`config.mk`:
```
export PLATFORM = sky130hd
export DESIGN_NAME = systolic_operand_feeder
export DESIGN_NICKNAME = d
export VERILOG_FILES = /design/src/rtl/systolic_operand_feeder_pkg.sv /design/src/rtl/systolic_operand_feeder_operand_bank.sv /design/src/rtl/systolic_operand_feeder.sv
export SDC_FILE = /design/constraint.sdc
export NUM_CORES = 1
export LEC_CHECK = 0
export BUFFER_PORTS_ARGS = -buffer_cell sky130_fd_sc_hd__buf_2
export CAP_MARGIN = 20
export CORE_UTILIZATION = 49
export DETAILED_ROUTE_END_ITERATION = 10
export PLACE_DENSITY = 0.79
export SLEW_MARGIN = 5
export SYNTH_ARGS = -nofsm -noshare
export SYNTH_HDL_FRONTEND = slang
export SYNTH_SLANG_ARGS = --single-unit
```
`constraint.sdc`:
```
create_clock -name clk -period 6 [get_ports clk]
set_input_delay 1.8 -clock clk [delete_from_list [all_inputs] [get_ports clk]]
set_output_delay 1.8 -clock clk [all_outputs]
set_load 0.01 [all_outputs]
```
`src/rtl/systolic_operand_feeder_pkg.sv`:
```
// Shared definitions for the systolic operand feeder: FSM encoding and
// phase-length / counter-width helpers derived from the array dimension.
package systolic_operand_feeder_pkg;

    typedef enum logic [2:0] {
        ST_IDLE,
        ST_LOAD,
        ST_CLR,
        ST_FEED,
        ST_DRAIN
    } state_t;

    // FEED_LEN: cycles for the full diagonal skew to pass the array edge
    function automatic int unsigned feed_len(input int unsigned n);
        return 2 * n - 1;
    endfunction

    // DRAIN_LEN: array propagation + multiplier pipeline + accumulate
    function automatic int unsigned drain_len(input int unsigned n, input int unsigned mul_lat);
        return n + mul_lat;
    endfunction

    function automatic int unsigned cnt_w(input int unsigned len);
        return (len < 2) ? 1 : $clog2(len);
    endfunction

endpackage

```
`src/rtl/systolic_operand_feeder_operand_bank.sv`:
```
// N x N operand store: one full-row write port, N skewed read lanes.
// Lane i returns element i of entry (t - i), or 0 outside the skew window.
module operand_bank
    import systolic_operand_feeder_pkg::*;
#(
    parameter int unsigned DATA_WIDTH = 8,
    parameter int unsigned N          = 4,
    parameter int unsigned K_W        = 2,
    parameter int unsigned T_W        = 3
) (
    input  logic                    clk,
    input  logic                    wr_en,
    input  logic [K_W-1:0]          wr_idx,
    input  logic [N*DATA_WIDTH-1:0] wr_data,
    input  logic [T_W-1:0]          rd_t,
    output logic [N*DATA_WIDTH-1:0] rd_data
);

    for (genvar i = 0; i < N; i++) begin : g_lane
        logic [DATA_WIDTH-1:0] mem [N];
        logic [T_W-1:0]        idx;
        logic [DATA_WIDTH-1:0] val;

        // Each lane owns its column of storage; no reset on operand data
        always_ff @(posedge clk) begin
            if (wr_en) begin
                mem[wr_idx] <= wr_data[i*DATA_WIDTH +: DATA_WIDTH];
            end
        end

        // Unsigned t - i: the t >= i guard keeps a wrapped index from reading
        always_comb begin
            idx = rd_t - T_W'(i);
            val = '0;
            if ((rd_t >= T_W'(i)) && (idx < T_W'(N))) begin
                val = mem[idx[K_W-1:0]];
            end
        end

        assign rd_data[i*DATA_WIDTH +: DATA_WIDTH] = val;
    end

endmodule

```
`src/rtl/systolic_operand_feeder.sv`:
```
// Buffers one A/B operand set, then drives the systolic array edges with the
// diagonal skew, issues the accumulator clear and flags when C_out is final.
module systolic_operand_feeder
    import systolic_operand_feeder_pkg::*;
#(
    parameter int unsigned DATA_WIDTH = 8,
    parameter int unsigned N          = 4,
    parameter int unsigned MUL_LAT    = 1
) (
    input  logic                    clk,
    input  logic                    rst,
    input  logic                    clear,
    input  logic                    in_valid,
    output logic                    in_ready,
    input  logic [N*DATA_WIDTH-1:0] in_a_col,
    input  logic [N*DATA_WIDTH-1:0] in_b_row,
    output logic [N*DATA_WIDTH-1:0] a_out,
    output logic [N*DATA_WIDTH-1:0] b_out,
    output logic                    pe_clr_n,
    output logic                    busy,
    output logic                    done
);

    localparam int unsigned FEED_LEN  = feed_len(N);
    localparam int unsigned DRAIN_LEN = drain_len(N, MUL_LAT);
    localparam int unsigned K_W       = cnt_w(N);
    localparam int unsigned T_W       = cnt_w(FEED_LEN);
    localparam int unsigned D_W       = cnt_w(DRAIN_LEN);
    localparam int unsigned VEC_W     = N * DATA_WIDTH;

    state_t         state;
    logic [K_W-1:0] k_cnt;
    logic [T_W-1:0] t_cnt;
    logic [D_W-1:0] d_cnt;

    logic             wr_en;
    logic [T_W-1:0]   rd_t;
    logic [VEC_W-1:0] a_rd;
    logic [VEC_W-1:0] b_rd;

    assign in_ready = (state == ST_IDLE) || (state == ST_LOAD);
    assign wr_en    = in_valid && in_ready && !clear;

    // Banks are read one step ahead so the registered edge value matches t
    assign rd_t = (state == ST_FEED) ? t_cnt + T_W'(1) : '0;

    operand_bank #(
        .DATA_WIDTH (DATA_WIDTH),
        .N          (N),
        .K_W        (K_W),
        .T_W        (T_W)
    ) u_bank_a (
        .clk     (clk),
        .wr_en   (wr_en),
        .wr_idx  (k_cnt),
        .wr_data (in_a_col),
        .rd_t    (rd_t),
        .rd_data (a_rd)
    );

    operand_bank #(
        .DATA_WIDTH (DATA_WIDTH),
        .N          (N),
        .K_W        (K_W),
        .T_W        (T_W)
    ) u_bank_b (
        .clk     (clk),
        .wr_en   (wr_en),
        .wr_idx  (k_cnt),
        .wr_data (in_b_row),
        .rd_t    (rd_t),
        .rd_data (b_rd)
    );

    always_ff @(posedge clk or negedge rst) begin
        if (!rst) begin
            state    <= ST_IDLE;
            k_cnt    <= '0;
            t_cnt    <= '0;
            d_cnt    <= '0;
            a_out    <= '0;
            b_out    <= '0;
            pe_clr_n <= 1'b1;
            busy     <= 1'b0;
            done     <= 1'b0;
        end else if (clear) begin
            state    <= ST_IDLE;
            k_cnt    <= '0;
            t_cnt    <= '0;
            d_cnt    <= '0;
            a_out    <= '0;
            b_out    <= '0;
            pe_clr_n <= 1'b1;
            busy     <= 1'b0;
            done     <= 1'b0;
        end else begin
            done <= 1'b0;
            case (state)
                ST_IDLE: begin
                    if (in_valid) begin
                        state <= ST_LOAD;
                        k_cnt <= K_W'(1);
                        busy  <= 1'b1;
                    end
                end
                ST_LOAD: begin
                    if (in_valid) begin
                        if (k_cnt == K_W'(N - 1)) begin
                            state    <= ST_CLR;
                            k_cnt    <= '0;
                            pe_clr_n <= 1'b0;
                        end else begin
                            k_cnt <= k_cnt + K_W'(1);
                        end
                    end
                end
                ST_CLR: begin
                    state    <= ST_FEED;
                    t_cnt    <= '0;
                    pe_clr_n <= 1'b1;
                    a_out    <= a_rd;
                    b_out    <= b_rd;
                end
                ST_FEED: begin
                    if (t_cnt == T_W'(FEED_LEN - 1)) begin
                        state <= ST_DRAIN;
                        t_cnt <= '0;
                        d_cnt <= '0;
                        a_out <= '0;
                        b_out <= '0;
                    end else begin
                        t_cnt <= t_cnt + T_W'(1);
                        a_out <= a_rd;
                        b_out <= b_rd;
                    end
                end
                ST_DRAIN: begin
                    if (d_cnt == D_W'(DRAIN_LEN - 1)) begin
                        state <= ST_IDLE;
                        d_cnt <= '0;
                        busy  <= 1'b0;
                    end else begin
                        d_cnt <= d_cnt + D_W'(1);
                        done  <= (d_cnt == D_W'(DRAIN_LEN - 2));
                    end
                end
                default: begin
                    state    <= ST_IDLE;
                    k_cnt    <= '0;
                    t_cnt    <= '0;
                    d_cnt    <= '0;
                    a_out    <= '0;
                    b_out    <= '0;
                    pe_clr_n <= 1'b1;
                    busy     <= 1'b0;
                end
            endcase
        end
    end

endmodule

```
* Yosys cells after proc, flatten, opt, wreduce, memory -nomap -nowiden *
Memory sizes are Yosys's and may differ from the RTL's.
Cells that the tools add are included.

word-level totals
  input port bits = 68
  flip-flop bits (word level) = 78
  memories = 8
  output and inout bits = 68
  RAM bits = 256

memories
  name                    words  bits a word  rd ports  clocked after memory_dff  write ports  line                                        RTL
  u_bank_a.g_lane[0].mem  4      8            1         0                         1            systolic_operand_feeder_operand_bank.sv:20  logic [DATA_WIDTH-1:0] mem [N];
  u_bank_a.g_lane[1].mem  4      8            1         0                         1            systolic_operand_feeder_operand_bank.sv:20
  u_bank_a.g_lane[2].mem  4      8            1         0                         1            systolic_operand_feeder_operand_bank.sv:20
  u_bank_a.g_lane[3].mem  4      8            1         0                         1            systolic_operand_feeder_operand_bank.sv:20
  u_bank_b.g_lane[0].mem  4      8            1         0                         1            systolic_operand_feeder_operand_bank.sv:20
  u_bank_b.g_lane[1].mem  4      8            1         0                         1            systolic_operand_feeder_operand_bank.sv:20
  +2 memories             -      -            -         -                         -            -

cells by class
  add/subtract/negate cells = 6
  multiplexer cells = 47
  magnitude comparators = 8
  reductions and logical operators = 19
  equality and inequality tests = 18

operator list
  cell                                                                   number
  32-bit one-hot mux with 3 select lines                                 2
  32-bit two-way mux                                                     4
  8-bit two-way mux                                                      8
  3-bit two-way mux                                                      12
  3-bit one-hot mux with 5 select lines                                  1
  3-bit OR reduction                                                     5
  3-bit less-than comparator, second input constant                      4
  1-bit two-way mux                                                      11
  2-bit by 1-bit != test with 1-bit output, second input constant        5
  3-bit by 2-bit == test with 1-bit output, second input constant        3
  3-bit == test, second input constant                                   3
  3-bit != test, second input constant                                   3
  3-bit one-hot mux with 3 select lines                                  1
  3-bit AND reduction                                                    3
  2-bit two-way mux                                                      4
  3-bit by 1-bit adder with 3-bit output, second input constant          2
  3-bit by 1-bit >= comparator with 1-bit output, second input constant  2
  3-bit by 2-bit >= comparator with 1-bit output, second input constant  2
  1-bit logical AND                                                      6
  3-bit by 2-bit != test with 1-bit output, second input constant        2
  2-bit one-hot mux with 3 select lines                                  1
  3-bit one-hot mux with 2 select lines                                  1
  3-bit by 2-bit subtractor with 3-bit output, second input constant     2
  5-bit AND reduction                                                    1
  other kinds (10)                                                       10

* Logic depth before layout (Yosys ltp) *
  depth in word-level cells = 9
  depth in mapped cells = 12

* Modules after synthesis *
A second synthesis with hierarchy kept.

second synthesis, totals
  cells, all modules = 655
  area, all modules = 13017.5 µm²

by module, submodules not included
  module                   area each (µm²)  cells each  seq. area each (µm²)  instances
  operand_bank (u_bank_a)  4994.8           217         3843.7                1
  operand_bank (u_bank_b)  4978.5           217         3843.7                1
  systolic_operand_feeder  3044.2           221         1953.1                1

* Worst setup path after synthesis *
No wires, ideal clock.

  path type = input-to-reg
  from = in clear
  to = mem u_bank_a.g_lane[0].mem[0][0], enable pin
  setup time = 0.429 ns
  slack = 1.613 ns
  required time = 5.571 ns
  buffers on the path = 0
  cell stages on the path = 3
  data arrival time = 3.957 ns
  cells stage by stage = or2_2 -> nor2_1 -> and3_1

between the ends
  cells in the longest elaborated chain, start to end = 4

RTL lines
  what                                     line                                        RTL
  start: declaration                       systolic_operand_feeder.sv:12               input logic clear,
  1-bit zero test                          systolic_operand_feeder.sv:42               assign wr_en = in_valid && in_ready && !clear;
  1-bit logical AND                        systolic_operand_feeder.sv:42
  1-bit two-way mux                        systolic_operand_feeder_operand_bank.sv:26  if (wr_en) begin
  1-bit two-way mux (not written as such)  systolic_operand_feeder_operand_bank.sv:27  mem[wr_idx] <= wr_data[i*DATA_WIDTH +: DATA_WIDTH];
  end: declaration                         systolic_operand_feeder_operand_bank.sv:20

No other way between the ends.

* Worst setup path after layout *
  from = reg t_cnt[0]
  to = reg a_out[26]

between the ends
  cells in the longest elaborated chain, start to end = 9
  elaborated cells on any way between the ends = 12
  those cells by class = add/sub (2); order compare (2); eq/ne (1); mux (5); reduce/logical (1); memory (1)

RTL lines
  what                                         line                                        RTL
  start: declaration                           systolic_operand_feeder.sv:33               logic [T_W-1:0] t_cnt;
  start signal: assignment                     systolic_operand_feeder.sv:132              t_cnt <= t_cnt + T_W'(1);
  3-bit by 1-bit adder with 3-bit output       systolic_operand_feeder.sv:45               assign rd_t = (state == ST_FEED) ? t_cnt + T_W'(1) : '0;
  3-bit two-way mux                            systolic_operand_feeder.sv:45
  3-bit by 2-bit subtractor with 3-bit output  systolic_operand_feeder_operand_bank.sv:33  idx = rd_t - T_W'(i);
  3-bit less-than comparator                   systolic_operand_feeder_operand_bank.sv:35  if ((rd_t >= T_W'(i)) && (idx < T_W'(N))) begin
  1-bit logical AND                            systolic_operand_feeder_operand_bank.sv:35
  8-bit two-way mux                            systolic_operand_feeder_operand_bank.sv:35
  32-bit two-way mux                           systolic_operand_feeder.sv:125              if (t_cnt == T_W'(FEED_LEN - 1)) begin
  32-bit one-hot mux with 3 select lines *     systolic_operand_feeder.sv:98               case (state)
  32-bit two-way mux *                         systolic_operand_feeder.sv:86               end else if (clear) begin
  end signal: assignment                       systolic_operand_feeder.sv:121              a_out <= a_rd;
  end signal: assignment                       systolic_operand_feeder.sv:133              a_out <= a_rd;
  end: declaration                             systolic_operand_feeder.sv:17               output logic [N*DATA_WIDTH-1:0] a_out,

Mark *: on every way between the ends. The rest lies on a longest branch, timed or not.
A chain may end at the register's enable or synchronous reset.

==> impl_metrics.toml <==
[logic_synthesis]
ys_types = 50
yosys.area_share.simple_pct = 5.320
netlist_area_um2 = 12770
ys_warn_count = 0
avgSynthCellArea_um2 = 17.45
syn_inst = 732
synth_fa_ha_area_share_pct = 1.274
synth_xor_area_share_pct = 0.1372
synth.yosys.seq_area_share_pct = 75.49
muxShareOfSynthArea_pct = 8.338
synth_compound_area_share_pct = 7.407
syn-num-nets = 813
synth-seq-cells = 334
synth_top_family_by_area = "multiplexers"

[setup_path]
worstSetupEndpointType = "flop"
crit_fanout = 38
crit_chain = "buf_4, inv_1, ha_1, nand2b_1, buf_4, inv_2, ha_1, or3_1, a21boi_2, a22o_1"
crit_type = "flop to flop"
cp.required_ns = 6.45
cpPeakStageDelay_ns = 0.70
cp-start-kind = "flop"
critical_path_buf_inv_count = 4
slowest_stage = "a21boi_2"
crit_family = "buffers and inverters"
cp.arrival_ns = 4.93

[detailed_routing]
wl_met1_um = 10910
met2_length_um = 13510
routed.top_layer = "met5"
avgRoutedWirePerCell_um = 21.80
routed_wl_um = 26640
vias = 6970
viasPerCell = 5.704
final_antenna_net_count = 0
post-route-drc-count = 0
met3_length_um = 1797
dr.pass1.iters = 5
dr.first_iter.drc_count = 581

[run_status]
status = "completed"

[timing]
fmax_mhz = 223.2
hold_viol = 0
grt_setup_unrepaired = "false"
slew_violations = 0
slew_headroom_pct = 29.39
setup_viol = 0
fin_skew_ns = 0.01746
min_period_over_period_pct = 74.66
setup-tns-final_ns = 0
worst_slew_pin_slew_ns = 1.059
fin_crit_ns = 4.480
hold_ws_ns = 0.4782

[die]
die-area_um2 = 26710
core-area_um2 = 25400
fp.dieH_um = 163.4
pin_count = 136
die_w_um = 163.4
placementRows = 58
start_util_pct = 50.28

[clock_network]
cts-root-buf = "clkbuf_16"
cts_hold_repair.buffers = 0
numCtsBuffers = 34
clock-sinks = 334
clk-insertion-delay-late_ns = 0.52
post_cts_buffers = 0
cts_tree = "done"
clockBufferDepth = 3
cts_resized = 0
clk_pin_slew_ns = 0.06
htreeDepth = 2

[finish]
multi_input_area_um2 = 2907
area_growth_pct = 16.26
final_layout_size_suffix_gt1_share_pct = 26.49
regArea_um2 = 9642
fin_nets = 948
fillers = 1943

[run]
drv_cap = 0

[power_and_ir_drop]
ir_drop_mv = 0.3034
powerDensity_nw_per_um2 = 381.6
p_leak_nw = 5.539

[global_route]
antenna_found_initial = 3
grt_max_degree = 79
grt_overflow = 0
groute.usage.overall_pct = 20.85
grt_first_pass_wirelength_um = 41590
grt_pass1_vias = 7239

[min_path]
worstHoldPathType = "flop to flop"

[place]
dp_hpwl_um = 15230
io_buffers = 135
finalWeightedCongestion = 0.8049
-- tightest hold or removal path: cells and delay by family, from the launching register on --
family | cells | cell delay (ns)
compound gates | 1 | 0.06
flops | 1 | 0.34
simple gates | 1 | 0.05
-- metal layers --
layer  vias to the layer above  GRT usage [%]
li1                       3157              -
met1                      3525          28.18
met2                       247          34.78
met3                        39          4.165
met4                         2          5.098
met5                         -              0
-- layout by cell type, fill, tap and decap left out, drive strengths merged, types with 5 or more instances in the layout --
| master | count |
|---|---|
| clkbuf | 45 |
| dfrtp | 77 |
| edfxtp | 256 |
| mux4 | 32 |
| inv | 12 |
| ha | 13 |
| nand2 | 82 |
| a21oi | 5 |
| a221o | 11 |
| and3 | 5 |
| a32o | 38 |
| mux2i | 34 |
| nand3 | 24 |
| a22o | 17 |
| o22ai | 11 |
| nor2 | 16 |
| buf | 141 |
| o21ai | 22 |
| clkinv | 9 |
-- logic make-up after synthesis --
group           count (synthesis)
xor+xnor                        2
compound gates                116
simple gates                  149
flops                         334
buf+inv                        52
mux                            66
fa+ha+maj                      13
-- worst paths after layout --
| path | startpoint | end | slack, ns | cells past startpoint |
|---|---|---|---|---|
| worst max register to register | t_cnt[0] | a_out[26] | 1.52 | 10 |
| worst max-delay path | t_cnt[0] | a_out[26] | 1.52 | 10 |
| worst min-delay path | b_out[6] | b_out[6] | 0.48 | 2 |
| min in group asynchronous | rst | a_out[7] | 1.22 | 1 |
| worst min register to register | b_out[6] | b_out[6] | 0.48 | 2 |
| max in group asynchronous | rst | b_out[15] | 4.15 | 2 |
-- layout make-up --
class / instances / area share [%]
Antenna cell: 1 / 0.01686
Clock buffer: 45 / 6.287
Clock inverter: 15 / 1.129
Inverter: 10 / 0.2528
Multi-Input combinational cell: 346 / 19.58
Sequential cell: 334 / 64.95
Tap cell: 330 / 2.781
Timing Repair Buffer: 141 / 5.006
-- state kept, by name (all words and copies together) (netlist names) --
signal and flops:
u_bank_a.g_lane.mem 128, d_cnt 3, b_out 32, t_cnt 3
done 1, u_bank_b.g_lane.mem 128, state 3, pe_clr_n 1
k_cnt 2, busy 1, a_out 32
-- stage by stage --
step	power, mW	cells	worst slack [ns]	util, %	area, µm²
3_3_place_gp	3.585	1160	1.697	54.00	13710
5_1_grt	5.888	1221	1.273	58.44	14840
3_5_place_dp	3.619	1160	1.527	54.00	13710
2_1_floorplan	3.362	732	1.613	-	12770
4_1_cts	5.704	1220	1.508	58.33	14820
6_report	5.665	1222	1.520	58.45	14850
-- cells in the mapped netlist, drive strengths merged --
cell,number,share of area [%]
a211oi,3,0.22
a21boi,1,0.088
a21o,3,0.18
a21oi,5,0.20
a221o,11,0.86
a22o,17,1.2
a2bb2oi,1,0.069
a31o,1,0.069
a31oi,1,0.049
a32o,38,3.0
a41oi,1,0.069
and2,3,0.15
and3,5,0.24
and3b,1,0.069
buf,20,1.1
clkbuf,22,0.65
dfrtp,77,15
dfstp,1,0.21
edfxtp,256,60
ha,13,1.3
inv,10,0.29
mux2i,34,2.7
mux4,32,5.7
nand2,82,2.4
nand2b,3,0.15
nand3,24,0.94
nand3b,1,0.059
nand4bb,1,0.088
nor2,16,0.47
nor2b,2,0.098
nor3,3,0.12
nor3b,1,0.059
nor4bb,2,0.21
o211ai,1,0.059
o21ai,22,0.86
o22ai,11,0.54
or2,1,0.049
or3,3,0.15
or3b,1,0.069
xnor2,1,0.069
xor2,1,0.069
-- report_power, final --
| group | switching, mW | internal, mW | total (mW) |
|---|---|---|---|
| Combinational | 0.486 | 0.297 | 0.782 |
| Clock | 0.864 | 1.23 | 2.10 |
| Sequential | 0.101 | 2.68 | 2.79 |
(Power assumes the default switching activity.)
